===== src/rtl/loader_pkg.sv =====
// Shared loader definitions: framing bytes, default frame length and the
// transmitter state enumeration used by prog_byte_tx.
package loader_pkg;

    localparam logic [7:0] SOF_BYTE  = 8'hFE;
    localparam logic [7:0] EOF_BYTE  = 8'hFF;
    localparam logic [7:0] IDLE_BYTE = 8'h00;

    // Matches the 64-word instruction store on the loader side.
    localparam int DEF_MAX_WORDS = 64;

    typedef enum logic [1:0] {
        IDLE = 2'd0,
        SOF  = 2'd1,
        DATA = 2'd2,
        EOF  = 2'd3
    } tx_state_e;

endpackage


===== src/rtl/prog_byte_tx_if.sv =====
// Word handshake between an instruction source (master) and the byte
// transmitter (slave). A word transfers when word_valid_i && word_ready_o.
interface prog_byte_tx_if;

    logic [31:0] word_i;
    logic        word_valid_i;
    logic        word_last_i;
    logic        word_ready_o;

    modport master (
        output word_i,
        output word_valid_i,
        output word_last_i,
        input  word_ready_o
    );

    modport slave (
        input  word_i,
        input  word_valid_i,
        input  word_last_i,
        output word_ready_o
    );

endinterface


===== src/rtl/prog_word_serializer.sv =====
// 32-bit word to MSB-first byte serializer. byte_o presents the byte that
// goes on the wire in the next cycle: the top byte of word_i when loading,
// otherwise the next remaining byte. last_o flags that byte 3 is on the wire.
module prog_word_serializer (
    input  logic        clk,
    input  logic        reset,
    input  logic        load_i,
    input  logic [31:0] word_i,
    input  logic        adv_i,
    output logic [7:0]  byte_o,
    output logic        last_o
);

    logic [23:0] rest_q;
    logic [1:0]  idx_q;

    // Capture the three bytes still to send on load, shift one out per advance.
    always_ff @(posedge clk or posedge reset) begin
        if (reset) begin
            rest_q <= '0;
            idx_q  <= '0;
        end else if (load_i) begin
            rest_q <= word_i[23:0];
            idx_q  <= 2'd0;
        end else if (adv_i) begin
            rest_q <= {rest_q[15:0], 8'h00};
            idx_q  <= idx_q + 2'd1;
        end
    end

    assign byte_o = load_i ? word_i[31:24] : rest_q[23:16];
    assign last_o = (idx_q == 2'd3);

endmodule


===== src/rtl/prog_byte_tx.sv =====
// Program loader byte transmitter: frames 32-bit instruction words as
// FE, <4 bytes per word, MSB first>, FF with a one-word holding register.
// Optional build macro PROG_BYTE_TX_GUARD_EN: data bytes equal to 8'hFF are
// sent as 8'h00 and flagged on err_o, since the receiver would treat an
// in-band 8'hFF as end of frame. Without it, data passes verbatim, err_o = 0.
module prog_byte_tx
    import loader_pkg::*;
#(
    parameter int MAX_WORDS = DEF_MAX_WORDS
) (
    input  logic                 clk,
    input  logic                 reset,
    input  logic                 start_i,
    prog_byte_tx_if.slave        wbus,
    output logic [7:0]           byte_o,
    output logic                 busy_o,
    output logic                 done_o,
    output logic [6:0]           words_sent_o,
    output logic                 underrun_o,
    output logic                 ovf_o,
    output logic                 err_o
);

    tx_state_e   state_q;
    logic [7:0]  byte_q;
    logic        busy_q, done_q, und_q, ovf_q, cur_last_q;
    logic [6:0]  cnt_q;
    logic [31:0] hold_q;
    logic        hold_last_q, hold_full_q;

    logic        start_ok, byte_end, at_max, ld, adv, data_nxt, ser_last;
    logic [6:0]  cnt_inc;
    logic [7:0]  ser_byte;

    // Replace an in-band end-of-frame value when the guard is built in.
    function automatic logic [7:0] scrub(input logic [7:0] b);
`ifdef PROG_BYTE_TX_GUARD_EN
        return (b == EOF_BYTE) ? IDLE_BYTE : b;
`else
        return b;
`endif
    endfunction

    assign start_ok = (state_q == IDLE) && start_i;
    assign byte_end = (state_q == DATA) && ser_last;
    assign cnt_inc  = cnt_q + 7'd1;
    assign at_max   = (cnt_inc == 7'(MAX_WORDS));
    // Holding register drains into the serializer at SOF exit and at the end
    // of byte 3 when the frame continues.
    assign ld       = ((state_q == SOF) && hold_full_q) ||
                      (byte_end && !cur_last_q && !at_max && hold_full_q);
    assign adv      = (state_q == DATA) && !ser_last;
    assign data_nxt = ld || adv;

    prog_word_serializer u_ser (
        .clk    (clk),
        .reset  (reset),
        .load_i (ld),
        .word_i (hold_q),
        .adv_i  (adv),
        .byte_o (ser_byte),
        .last_o (ser_last)
    );

    // Holding register: accepts a word whenever empty (prefetch in IDLE too).
    always_ff @(posedge clk or posedge reset) begin
        if (reset) begin
            hold_q      <= '0;
            hold_last_q <= 1'b0;
            hold_full_q <= 1'b0;
        end else if (ld) begin
            hold_full_q <= 1'b0;
        end else if (wbus.word_valid_i && !hold_full_q) begin
            hold_q      <= wbus.word_i;
            hold_last_q <= wbus.word_last_i;
            hold_full_q <= 1'b1;
        end
    end

    // Frame FSM with registered byte, busy, done, word count and status.
    always_ff @(posedge clk or posedge reset) begin
        if (reset) begin
            state_q    <= IDLE;
            byte_q     <= IDLE_BYTE;
            busy_q     <= 1'b0;
            done_q     <= 1'b0;
            cnt_q      <= '0;
            und_q      <= 1'b0;
            ovf_q      <= 1'b0;
            cur_last_q <= 1'b0;
        end else begin
            done_q <= 1'b0;
            if (ld) cur_last_q <= hold_last_q;
            case (state_q)
                IDLE: begin
                    byte_q <= IDLE_BYTE;
                    if (start_ok) begin
                        state_q <= SOF;
                        byte_q  <= SOF_BYTE;
                        busy_q  <= 1'b1;
                        cnt_q   <= '0;
                        und_q   <= 1'b0;
                        ovf_q   <= 1'b0;
                    end
                end
                SOF: begin
                    if (ld) begin
                        state_q <= DATA;
                        byte_q  <= scrub(ser_byte);
                    end else begin
                        state_q <= EOF;
                        byte_q  <= EOF_BYTE;
                        und_q   <= 1'b1;
                    end
                end
                DATA: begin
                    if (ser_last) cnt_q <= cnt_inc;
                    if (data_nxt) begin
                        byte_q <= scrub(ser_byte);
                    end else begin
                        state_q <= EOF;
                        byte_q  <= EOF_BYTE;
                        // Overflow wins over underrun at the same word boundary.
                        if (!cur_last_q) begin
                            if (at_max) ovf_q <= 1'b1;
                            else        und_q <= 1'b1;
                        end
                    end
                end
                EOF: begin
                    state_q <= IDLE;
                    byte_q  <= IDLE_BYTE;
                    busy_q  <= 1'b0;
                    done_q  <= 1'b1;
                end
                default: state_q <= IDLE;
            endcase
        end
    end

`ifdef PROG_BYTE_TX_GUARD_EN
    logic err_q;

    // Sticky flag for any scrubbed data byte; cleared when a frame starts.
    always_ff @(posedge clk or posedge reset) begin
        if (reset)                                 err_q <= 1'b0;
        else if (start_ok)                         err_q <= 1'b0;
        else if (data_nxt && ser_byte == EOF_BYTE) err_q <= 1'b1;
    end

    assign err_o = err_q;
`else
    assign err_o = 1'b0;
`endif

    assign wbus.word_ready_o = !hold_full_q;
    assign byte_o            = byte_q;
    assign busy_o            = busy_q;
    assign done_o            = done_q;
    assign words_sent_o      = cnt_q;
    assign underrun_o        = und_q;
    assign ovf_o             = ovf_q;

endmodule


===== src/flat_wrapper.sv =====
// flat-port wrapper written by rule: the top's interface ports become plain ports
module prog_byte_tx_flat import loader_pkg::*;
#(
    parameter int MAX_WORDS = DEF_MAX_WORDS
)
  (clk, reset, start_i, byte_o, busy_o, done_o, words_sent_o, underrun_o, ovf_o, err_o, wbus_word_i, wbus_word_valid_i, wbus_word_last_i, wbus_word_ready_o);
  prog_byte_tx_if wbus_i ();
  input  logic clk;
  input  logic reset;
  input  logic start_i;
  output logic [7:0] byte_o;
  output logic busy_o;
  output logic done_o;
  output logic [6:0] words_sent_o;
  output logic underrun_o;
  output logic ovf_o;
  output logic err_o;
  input wire logic [$bits(wbus_i.word_i)-1:0] wbus_word_i;
  input wire logic [$bits(wbus_i.word_valid_i)-1:0] wbus_word_valid_i;
  input wire logic [$bits(wbus_i.word_last_i)-1:0] wbus_word_last_i;
  output wire logic [$bits(wbus_i.word_ready_o)-1:0] wbus_word_ready_o;
  assign wbus_i.word_i = wbus_word_i;
  assign wbus_i.word_valid_i = wbus_word_valid_i;
  assign wbus_i.word_last_i = wbus_word_last_i;
  assign wbus_word_ready_o = wbus_i.word_ready_o;
  prog_byte_tx #(.MAX_WORDS(MAX_WORDS)) u_core (.clk(clk), .reset(reset), .start_i(start_i), .wbus(wbus_i), .byte_o(byte_o), .busy_o(busy_o), .done_o(done_o), .words_sent_o(words_sent_o), .underrun_o(underrun_o), .ovf_o(ovf_o), .err_o(err_o));
endmodule

===== config.mk =====
export PLATFORM = sky130hd
export DESIGN_NAME = prog_byte_tx_flat
export DESIGN_NICKNAME = d
export VERILOG_FILES = /design/src/rtl/loader_pkg.sv /design/src/rtl/prog_byte_tx_if.sv /design/src/rtl/prog_word_serializer.sv /design/src/rtl/prog_byte_tx.sv /design/src/flat_wrapper.sv
export SDC_FILE = /design/constraint.sdc
export NUM_CORES = 1
export LEC_CHECK = 0
export ABC_CLOCK_PERIOD_IN_PS = 3700
export CAP_MARGIN = 20
export CORE_MARGIN = 2
export CORE_UTILIZATION = 50
export DETAILED_ROUTE_END_ITERATION = 8
export GPL_TIMING_DRIVEN = 0
export PLACE_DENSITY = 0.75
export REMOVE_ABC_BUFFERS = 1
export SYNTH_ARGS = -nofsm -noshare
export SYNTH_HDL_FRONTEND = slang
export SYNTH_SLANG_ARGS = --single-unit

===== constraint.sdc =====
create_clock -name clk -period 3.7 [get_ports clk]
set_clock_uncertainty 0.2 [all_clocks]
set_input_delay 0.555 -clock clk [delete_from_list [all_inputs] [get_ports clk]]
set_output_delay 0.555 -clock clk [all_outputs]
set_load 0.03 [all_outputs]

==> flow_summary.json, run 1 <==
{
  "drt_iter0_drc": 138,
  "yosys-top-cells-area": "dfrtp_1, mux2_2, mux2i_1",
  "cts_hold_buf": 0,
  "die-area_sq_um": 8150,
  "multi_input_area_sq_um": 1500,
  "ant_nets": 0,
  "layout_worst_path_cycle_share": 0.845,
  "numCtsBuffers": 9,
  "tritoncts": "yes",
  "cts_setup_buffers": 0,
  "post-route-util": 0.638,
  "period_needed_ns": 3.12,
  "clock_latency_ns": 0.36,
  "ys_seq_elements": 82,
  "ctsResizeCount": 0,
  "peakVddDrop_uv": 405,
  "grt_pass1_wl_mm": 12.2,
  "synth_top_area_frac": 0.551,
  "htreeDepth": 3,
  "crit_fanout": 27,
  "yosysMostFrequentCell": "dfrtp_1",
  "syn_area_sq_um": 3720,
  "start_util": 0.516,
  "nets": 420,
  "area_growth_pct": 23.6,
  "setup_viol": 0,
  "gp_congestion": 0.830,
  "cp_data_required_time_ns": 3.75,
  "ys_types": 42,
  "synth_cells": 328,
  "dp_cells": 465,
  "arrival_ns": 3.17,
  "cpPeakStageDelay_ns": 0.69,
  "crit_buf_inv": 0,
  "grt_usage": 0.188,
  "outcome": "complete, no violations",
  "async_reset_ff_frac": 1.00,
  "syn_avg_cell_area_sq_um": 11.3,
  "setup_tns_ns": 0,
  "hpwl_mm": 4.80,
  "yosysWarnings": 0,
  "synth-edff-count": 0,
  "pre_cts_slack_ns": 0.581,
  "final-instance-count-excl-fill": 481,
  "synthTopCellsByCount": "dfrtp_1, a21oi_1, mux2_2",
  "yosys.area.top_type": "dfrtp_1",
  "drc": 0,
  "grt_pass1_vias": 2547,
  "core_sq_um": 7210,
  "cp_top_family": "compound AO/OA/AOI/OAI gates",
  "clk_pin_slew_ns": 0.08,
  "layout-drive-gt1-share": 0.152,
  "die_h_microns": 90.3,
  "start_kind": "flop",
  "routed_wl_mm": 7.33,
  "crit_type": "reg2reg",
  "fillCellCount": 606,
  "rsz0062_at_grt": "no",
  "drv_slew": 0,
  "overflow": 0,
  "clock_path_buffers": 2,
  "max_freq_mhz": 320,
  "drv_cap": 0,
  "vias": 2656,
  "wl_per_cell_microns": 15.2,
  "clock-sinks": 82,
  "cts_root_buf": "clkbuf_8",
  "finalHoldViolCount": 0,
  "rows": 31,
  "grt_max_degree": 60,
  "worst_pin_slew_ns": 0.916,
  "viasPerCell": 5.52,
  "crit_path_top_delay_cell": "nand2_1",
  "power.leakage_nw": 2.05,
  "n_antenna_cell": 0,
  "seq_area_frac_synth": 0.551,
  "seqCellArea_sq_um": 2050,
  "total_power_mw": 3.79,
  "drt_first_pass_iters": 4,
  "hp-class": "in2async",
  "worstSetupEndpointType": "flop",
  "ios": 58,
  "port_buffers": 56,
  "path_cells": "ha_1 -> nand2_1 -> a21boi_0 -> a2111oi_0 -> nand4_2 -> mux2_4",
  "synth_flop_cell": "dfrtp_1",
  "finalWorstSetupSlack_ns": 0.575,
  "die_w_microns": 90.3,
  "relSlewSlack": 0.388,
  "power.density_nw_per_um2": 824,
  "antenna_found_initial": 0
}
==> per-stage QoR <==
step | hold slack (ns) | instance area [sq um]
3_5_place_dp | 0.292 | 4370
6_report | 0.311 | 4600
4_1_cts | 0.313 | 4600
5_1_grt | 0.319 | 4600
2_1_floorplan | 0.259 | 3600
3_3_place_gp | 0.273 | 4280
==> sequential cells by signal (all words and copies together), names as in the netlist <==
register             count
u_core.u_ser.idx_q       2
u_core.done_o            1
u_core.hold_full_q       1
u_core.u_ser.rest_q     24
u_core.hold_q           32
u_core.byte_o            8
u_core.cur_last_q        1
u_core.ovf_o             1
u_core.state_q           2
u_core.underrun_o        1
u_core.hold_last_q       1
u_core.busy_o            1
u_core.words_sent_o      7
==> cell usage in the layout, fill, tap and decap left out, types with 5 or more instances in the layout <==
cell and count:
ha_1 6, mux2i_1 25, nand2_1 22, a22o_1 7, nand3_1 5, a31oi_1 18, dfrtp_1 82, a21oi_1 27
nor2_1 13, o21ai_0 21, o21ai_1 5, clkbuf_8 10, inv_1 14, mux2_2 27, clkdlybuf4s50_1 56
==> routing by layer <==
layer  track usage  vias up  routed length, microns
met5             0        -                       0
met3        0.0442       12                     318
li1              -     1263                       -
met4        0.0846        0                     145
met2         0.298       72                    3660
met1         0.247     1309                    3200
==> where the power goes <==
group	total, mW	switching (mW)	internal [mW]
registers	1.52	0.215	1.30
logic	1.55	0.821	0.728
clock network	0.725	0.325	0.399
==> final timing paths <==
kind	start	end	slack [ns]	cells past startpoint
max reg2reg	u_core.state_q[0]	u_core.underrun_o	0.58	6
min	reset	u_core.byte_o[3]	0.31	2
min in group clk	u_core.hold_q[21]	u_core.hold_q[21]	0.31	1
max	u_core.state_q[0]	u_core.underrun_o	0.58	6
max in group asynchronous	reset	u_core.u_ser.rest_q[14]	2.41	3
min reg2reg	u_core.hold_q[21]	u_core.hold_q[21]	0.31	1
==> cell type report <==
type,instances,area share
clock buffer,10,0.0299
sequential,82,0.446
clock inverter,6,0.0196
multi-input combinational,209,0.326
tap,99,0.0269
timing repair buffer,60,0.139
inverter,15,0.0128
==> kinds of logic (layout without fill, tap and decap cells) <==
group                    count (synthesis)  in the layout  synth area share
multiplexers                            53             53             0.153
AND/OR/NAND/NOR                         56             56            0.0703
adder cells (fa/ha/maj)                  6              6            0.0202
other                                    1              1           0.00101
buffers and inverters                   37             91            0.0477
AO/OA/AOI/OAI                           91             91             0.152
flip-flops                              82             82             0.551
XOR/XNOR                                 2              2           0.00471
No activity file was read; power rests on OpenSTA's default activity.
==> run 2: changes to the inputs <==
--- a/config.mk
+++ b/config.mk
@@ -5,7 +5,7 @@
 export SDC_FILE = /design/constraint.sdc
 export NUM_CORES = 1
 export LEC_CHECK = 0
-export ABC_CLOCK_PERIOD_IN_PS = 3700
+export ABC_CLOCK_PERIOD_IN_PS = 3000
 export CAP_MARGIN = 20
 export CORE_MARGIN = 2
 export CORE_UTILIZATION = 50
==> constraint.sdc (replaced) <==
create_clock -name clk -period 3 [get_ports clk]
set_clock_uncertainty 0.2 [all_clocks]
set_input_delay 0.45 -clock clk [delete_from_list [all_inputs] [get_ports clk]]
set_output_delay 0.45 -clock clk [all_outputs]
set_load 0.03 [all_outputs]
==> run 2 against run 1 <==
  * Cell area rose by 0.11%
  * Die area stayed put
  * Setup slack got worse by 0.33 ns
  * Sequential cell count did not move
  * Critical path depth did not move
  * Register-to-register slack lost 0.33 ns
  * Global-route usage is 0.091 points higher
  * Routed wire length down 0.45%
  * Highest routed layer unchanged
==> flow_summary.json, run 2 (synthesis gave the netlist of run 1 again) <==
{
  "drv_cap": 0,
  "fillCellCount": 606,
  "path_cells": "ha_1 -> nand2_2 -> a21boi_0 -> a2111oi_0 -> nand4_2 -> mux2_4",
  "intPower_mw": 3.00,
  "start_util": 0.516,
  "final_cell_area_sq_um": 4600,
  "numCtsBuffers": 9,
  "drt_first_pass_iters": 4,
  "p_sw_frac": 0.359,
  "cts_root_buf": "clkbuf_8",
  "wl_per_cell_microns": 15.2,
  "outcome": "complete, no violations",
  "rsz0062_at_grt": "no",
  "htreeDepth": 3,
  "core_sq_um": 7210,
  "total_power_mw": 4.68,
  "grt_pass1_wl_mm": 12.2,
  "cts_setup_buffers": 0,
  "die_w_microns": 90.3,
  "clock_path_buffers": 2,
  "layout_worst_path_cycle_share": 0.920,
  "crit_buf_inv": 0,
  "max_freq_mhz": 362,
  "drv_slew": 0,
  "reg2reg_slack_ns": 0.24,
  "power_frac_clock": 0.191,
  "cp_data_required_time_ns": 3.04,
  "drc": 0,
  "layout-drive-gt1-share": 0.157,
  "crit_type": "reg2reg",
  "drt_iter0_drc": 126,
  "top_register": "u_core.hold_q",
  "gp_congestion": 0.830,
  "die-area_sq_um": 8150,
  "final_common_cell": "dfrtp_1",
  "ios": 58,
  "switchingPower_mw": 1.68,
  "arrival_ns": 2.80,
  "p_comb_frac": 0.409,
  "overflow": 0,
  "ctsResizeCount": 1,
  "grt_max_degree": 60,
  "port_buffers": 56,
  "r2r_start": "u_core.state_q[0]",
  "largest_reg_flops": 32,
  "hp-class": "in2async",
  "rr_endpoint": "u_core.underrun_o",
  "viasPerCell": 5.48,
  "worst_pin_slew_ns": 0.782,
  "power_frac_seq": 0.400,
  "antenna_found_initial": 0,
  "routed_wl_mm": 7.29,
  "n_antenna_cell": 0,
  "ant_nets": 0,
  "start_kind": "flop",
  "setup_viol": 0,
  "cts_hold_buf": 0,
  "final_cell_mix": "dfrtp_1, clkdlybuf4s50_1, a21oi_1, mux2_2, mux2i_1",
  "place_area_sq_um": 4370,
  "peakVddDrop_uv": 502,
  "crit_path_top_delay_cell": "a2111oi_0",
  "hpwl_mm": 4.80,
  "nets": 420,
  "crit_fanout": 27,
  "vias": 2635,
  "clock_latency_ns": 0.35,
  "finalHoldViolCount": 0,
  "grt_usage": 0.189,
  "clock-sinks": 82,
  "area_growth_pct": 23.7,
  "ff2ff_path_depth": 6,
  "worstSetupEndpointType": "flop",
  "cp_top_family": "compound AO/OA/AOI/OAI gates",
  "tritoncts": "yes",
  "grt_pass1_vias": 2555,
  "clk_pin_slew_ns": 0.08,
  "power.leakage_nw": 2.05,
  "power.density_nw_per_um2": 1020,
  "rows": 31,
  "critical_path.startpoint": "u_core.state_q[0]",
  "cpPeakStageDelay_ns": 0.52,
  "die_h_microns": 90.3,
  "relSlewSlack": 0.479,
  "period_needed_ns": 2.76,
  "post-route-util": 0.638,
  "holdWs_ns": 0.207
}
## run 2: final cells by class
cell class	instances	area [sq um]	share of cell area
sequential	82	2050	0.446
multi-input combinational	209	1500	0.327
timing repair buffer	60	638	0.139
clock buffer	10	138	0.0299
tap	99	124	0.0269
clock inverter	6	90.1	0.0196
inverter	15	58.8	0.0128
## run 2: metrics by stage
| stage | cells | worst slack, ns | TNS (ns) |
|---|---|---|---|
| 2_1_floorplan | 306 | 0.00456 | 0 |
| 3_3_place_gp | 461 | -1.11 | -120.18 |
| 3_5_place_dp | 465 | -0.119 | -0.119 |
| 4_1_cts | 481 | 0.0687 | 0 |
| 5_1_grt | 481 | 0.0395 | 0 |
| 6_report | 481 | 0.240 | 0 |
## run 2: worst max path at each step
stage                              to  slack (ns)  cells after the start
floorplan           u_core.underrun_o       0.005                      6
global placement    u_core.hold_q[26]       -1.11                      3
detailed placement  u_core.underrun_o       -0.12                      6
CTS                 u_core.cur_last_q        0.07                      6
global route        u_core.underrun_o        0.04                      6
finish              u_core.underrun_o        0.24                      6
## run 2: layer usage
metal | vias to the layer above | part of all wire | track usage
li1 | 1262 | - | -
met1 | 1286 | 0.43 | 0.246
met2 | 77 | 0.50 | 0.301
met3 | 10 | 0.047 | 0.0442
met4 | 0 | 0.017 | 0.0846
met5 | - | 0 | 0
## run 2: power by group through the flow
| stage | Sequential (mW) | Clock, mW | Combinational (mW) |
|---|---|---|---|
| global route | 1.93 | 0.958 | 2.11 |
| global placement | 1.87 | 0 | 1.80 |
| floorplan | 1.96 | 0 | 1.23 |
| CTS | 1.87 | 0.911 | 1.93 |
| finish | 1.87 | 0.894 | 1.91 |
| detailed placement | 1.89 | 0 | 1.92 |
## run 2: worst register-to-register path: cells and delay by family, from the launching register on
| kind | cells | cell delay [ns] |
|---|---|---|
| simple gates | 2 | 0.59 |
| fa+ha+maj | 1 | 0.29 |
| flops | 1 | 0.45 |
| compound gates | 2 | 0.80 |
| mux | 1 | 0.33 |
==> run 3: changes to the inputs <==
--- a/config.mk
+++ b/config.mk
@@ -5,7 +5,7 @@
 export SDC_FILE = /design/constraint.sdc
 export NUM_CORES = 1
 export LEC_CHECK = 0
-export ABC_CLOCK_PERIOD_IN_PS = 3000
+export ABC_CLOCK_PERIOD_IN_PS = 2790
 export CAP_MARGIN = 20
 export CORE_MARGIN = 2
 export CORE_UTILIZATION = 50
==> constraint.sdc (replaced) <==
create_clock -name clk -period 2.79 [get_ports clk]
set_clock_uncertainty 0.2 [all_clocks]
set_input_delay 0.4185 -clock clk [delete_from_list [all_inputs] [get_ports clk]]
set_output_delay 0.4185 -clock clk [all_outputs]
set_load 0.03 [all_outputs]
==> run 3 against run 2 <==
  * Fmax is 6.6% higher
  * Via count is 0.61% higher
  * First-iteration DRC count is 11% higher
  * Utilization is 0.23 points higher
  * Routed wire length is 4.1% higher
  * Cell area is 0.35% higher
  * Combinational power is 8% higher
  * Sequential cell count stayed put
  * Hold slack worse by 0.032 ns
  * Register-to-register slack worse by 0.04 ns
  * Critical endpoint unchanged
==> flow_summary.json, run 3 (synthesis gave the netlist of run 1 again) <==
{
  "outcome": "complete, no violations",
  "viasPerCell": 5.50,
  "crit_buf_inv": 0,
  "final_cell_area_sq_um": 4620,
  "area_growth_pct": 24.2,
  "peakVddDrop_uv": 539,
  "clock_latency_ns": 0.36,
  "layout_worst_path_cycle_share": 0.928,
  "drt_iter0_drc": 140,
  "ff2ff_path_depth": 6,
  "relSlewSlack": 0.479,
  "drc": 0,
  "period_needed_ns": 2.59,
  "rr_endpoint": "u_core.underrun_o",
  "core_sq_um": 7210,
  "layout-drive-gt1-share": 0.162,
  "htreeDepth": 3,
  "final_cell_mix": "dfrtp_1, clkdlybuf4s50_1, a21oi_1, mux2_2, mux2i_1",
  "cts_hold_buf": 0,
  "final_common_cell": "dfrtp_1",
  "grt_pass1_wl_mm": 12.2,
  "finalWorstSetupSlack_ns": 0.200,
  "cpPeakStageDelay_ns": 0.51,
  "power.leakage_nw": 2.06,
  "grt_max_degree": 60,
  "path_cells": "ha_1 -> nand2_4 -> a21boi_0 -> a2111oi_0 -> nand4_2 -> mux2_4",
  "wl_per_cell_microns": 15.8,
  "rsz0062_at_grt": "no",
  "antenna_found_initial": 0,
  "power.density_nw_per_um2": 1090,
  "critical_path.startpoint": "u_core.state_q[0]",
  "drv_slew": 0,
  "start_kind": "flop",
  "endpoint": "u_core.underrun_o",
  "post-route-util": 0.640,
  "worstSetupEndpointType": "flop",
  "place_area_sq_um": 4370,
  "cp_top_family": "compound AO/OA/AOI/OAI gates",
  "cp_data_required_time_ns": 2.83,
  "grt_usage": 0.189,
  "clk_pin_slew_ns": 0.09,
  "max_freq_mhz": 386,
  "reg2reg_slack_ns": 0.20,
  "worst_pin_slew_ns": 0.781,
  "cp.depth": 6,
  "gp_congestion": 0.830,
  "drt_first_pass_iters": 4,
  "final-instance-count-excl-fill": 482,
  "hp-class": "in2async",
  "routed_wl_mm": 7.59,
  "largest_reg_flops": 32,
  "pre_cts_slack_ns": -0.329,
  "vias": 2651,
  "hpwl_mm": 4.80,
  "port_buffers": 56,
  "grt_pass1_vias": 2555,
  "die-area_sq_um": 8150,
  "dp_cells": 465,
  "overflow": 0,
  "drv_cap": 0,
  "crit_type": "reg2reg",
  "total_power_mw": 5.05,
  "rows": 31,
  "ant_nets": 0,
  "fillCellCount": 602,
  "r2r_start": "u_core.state_q[0]",
  "ios": 58,
  "clock-sinks": 82,
  "crit_path_top_delay_cell": "a2111oi_0",
  "finalHoldViolCount": 0,
  "setup_viol": 0,
  "n_antenna_cell": 0,
  "top_register": "u_core.hold_q",
  "numCtsBuffers": 9,
  "arrival_ns": 2.63,
  "crit_fanout": 27,
  "cts_root_buf": "clkbuf_8",
  "die_w_microns": 90.3,
  "nets": 421,
  "holdWs_ns": 0.175,
  "tritoncts": "yes",
  "setup_tns_ns": 0,
  "start_util": 0.516,
  "clock_path_buffers": 2,
  "die_h_microns": 90.3
}
-- run 3: cell count changes in the layout (fill, tap and decap cells not counted), sizes merged --
cell  delta
a21o     +1
-- run 3: cell type report --
cell class	instances	area [sq um]	area share
clock buffer	10	138	0.0298
inverter	15	58.8	0.0127
clock inverter	6	90.1	0.0195
timing repair buffer	60	638	0.138
sequential	82	2050	0.444
multi-input combinational	210	1520	0.329
tap	99	124	0.0268
-- run 3: per-layer routing --
layer | vias up | wire (microns) | track usage
met5 | - | 0 | 0
met3 | 13 | 284 | 0.0442
li1 | 1264 | - | -
met4 | 0 | 153 | 0.0846
met1 | 1315 | 3330 | 0.246
met2 | 59 | 3830 | 0.301
-- run 3: report_power, final --
group          internal [mW]  switching (mW)
registers               1.73           0.289
logic                  0.973            1.10
clock network          0.530           0.432
total                   3.23            1.82
-- run 3: worst reg2reg max path, stage by stage (launching register included) --
cell and delay, ns:
dfrtp_1 0.46, ha_1 0.31, nand2_4 0.28, a21boi_0 0.23, a2111oi_0 0.51, nand4_2 0.17, mux2_4 0.32
-- run 3: worst min-delay path by stage --
stage	endpoint	slack (ns)
final	u_core.byte_o[3]	0.17
after global routing	u_core.hold_q[12]	0.21
after CTS	u_core.byte_o[3]	0.18
after detailed placement	u_core.u_ser.rest_q[7]	0.29
after global placement	u_core.u_ser.rest_q[7]	0.27
after floorplan	u_core.byte_o[0]	0.26
-- run 3: repair_timing --
action	in CTS	in global routing
setup buffers	0	0
endpoints found under the setup margin	8	2
cloned	0	1
endpoints found under the hold margin	0	0
resized for setup	2	2
pin swaps	0	0
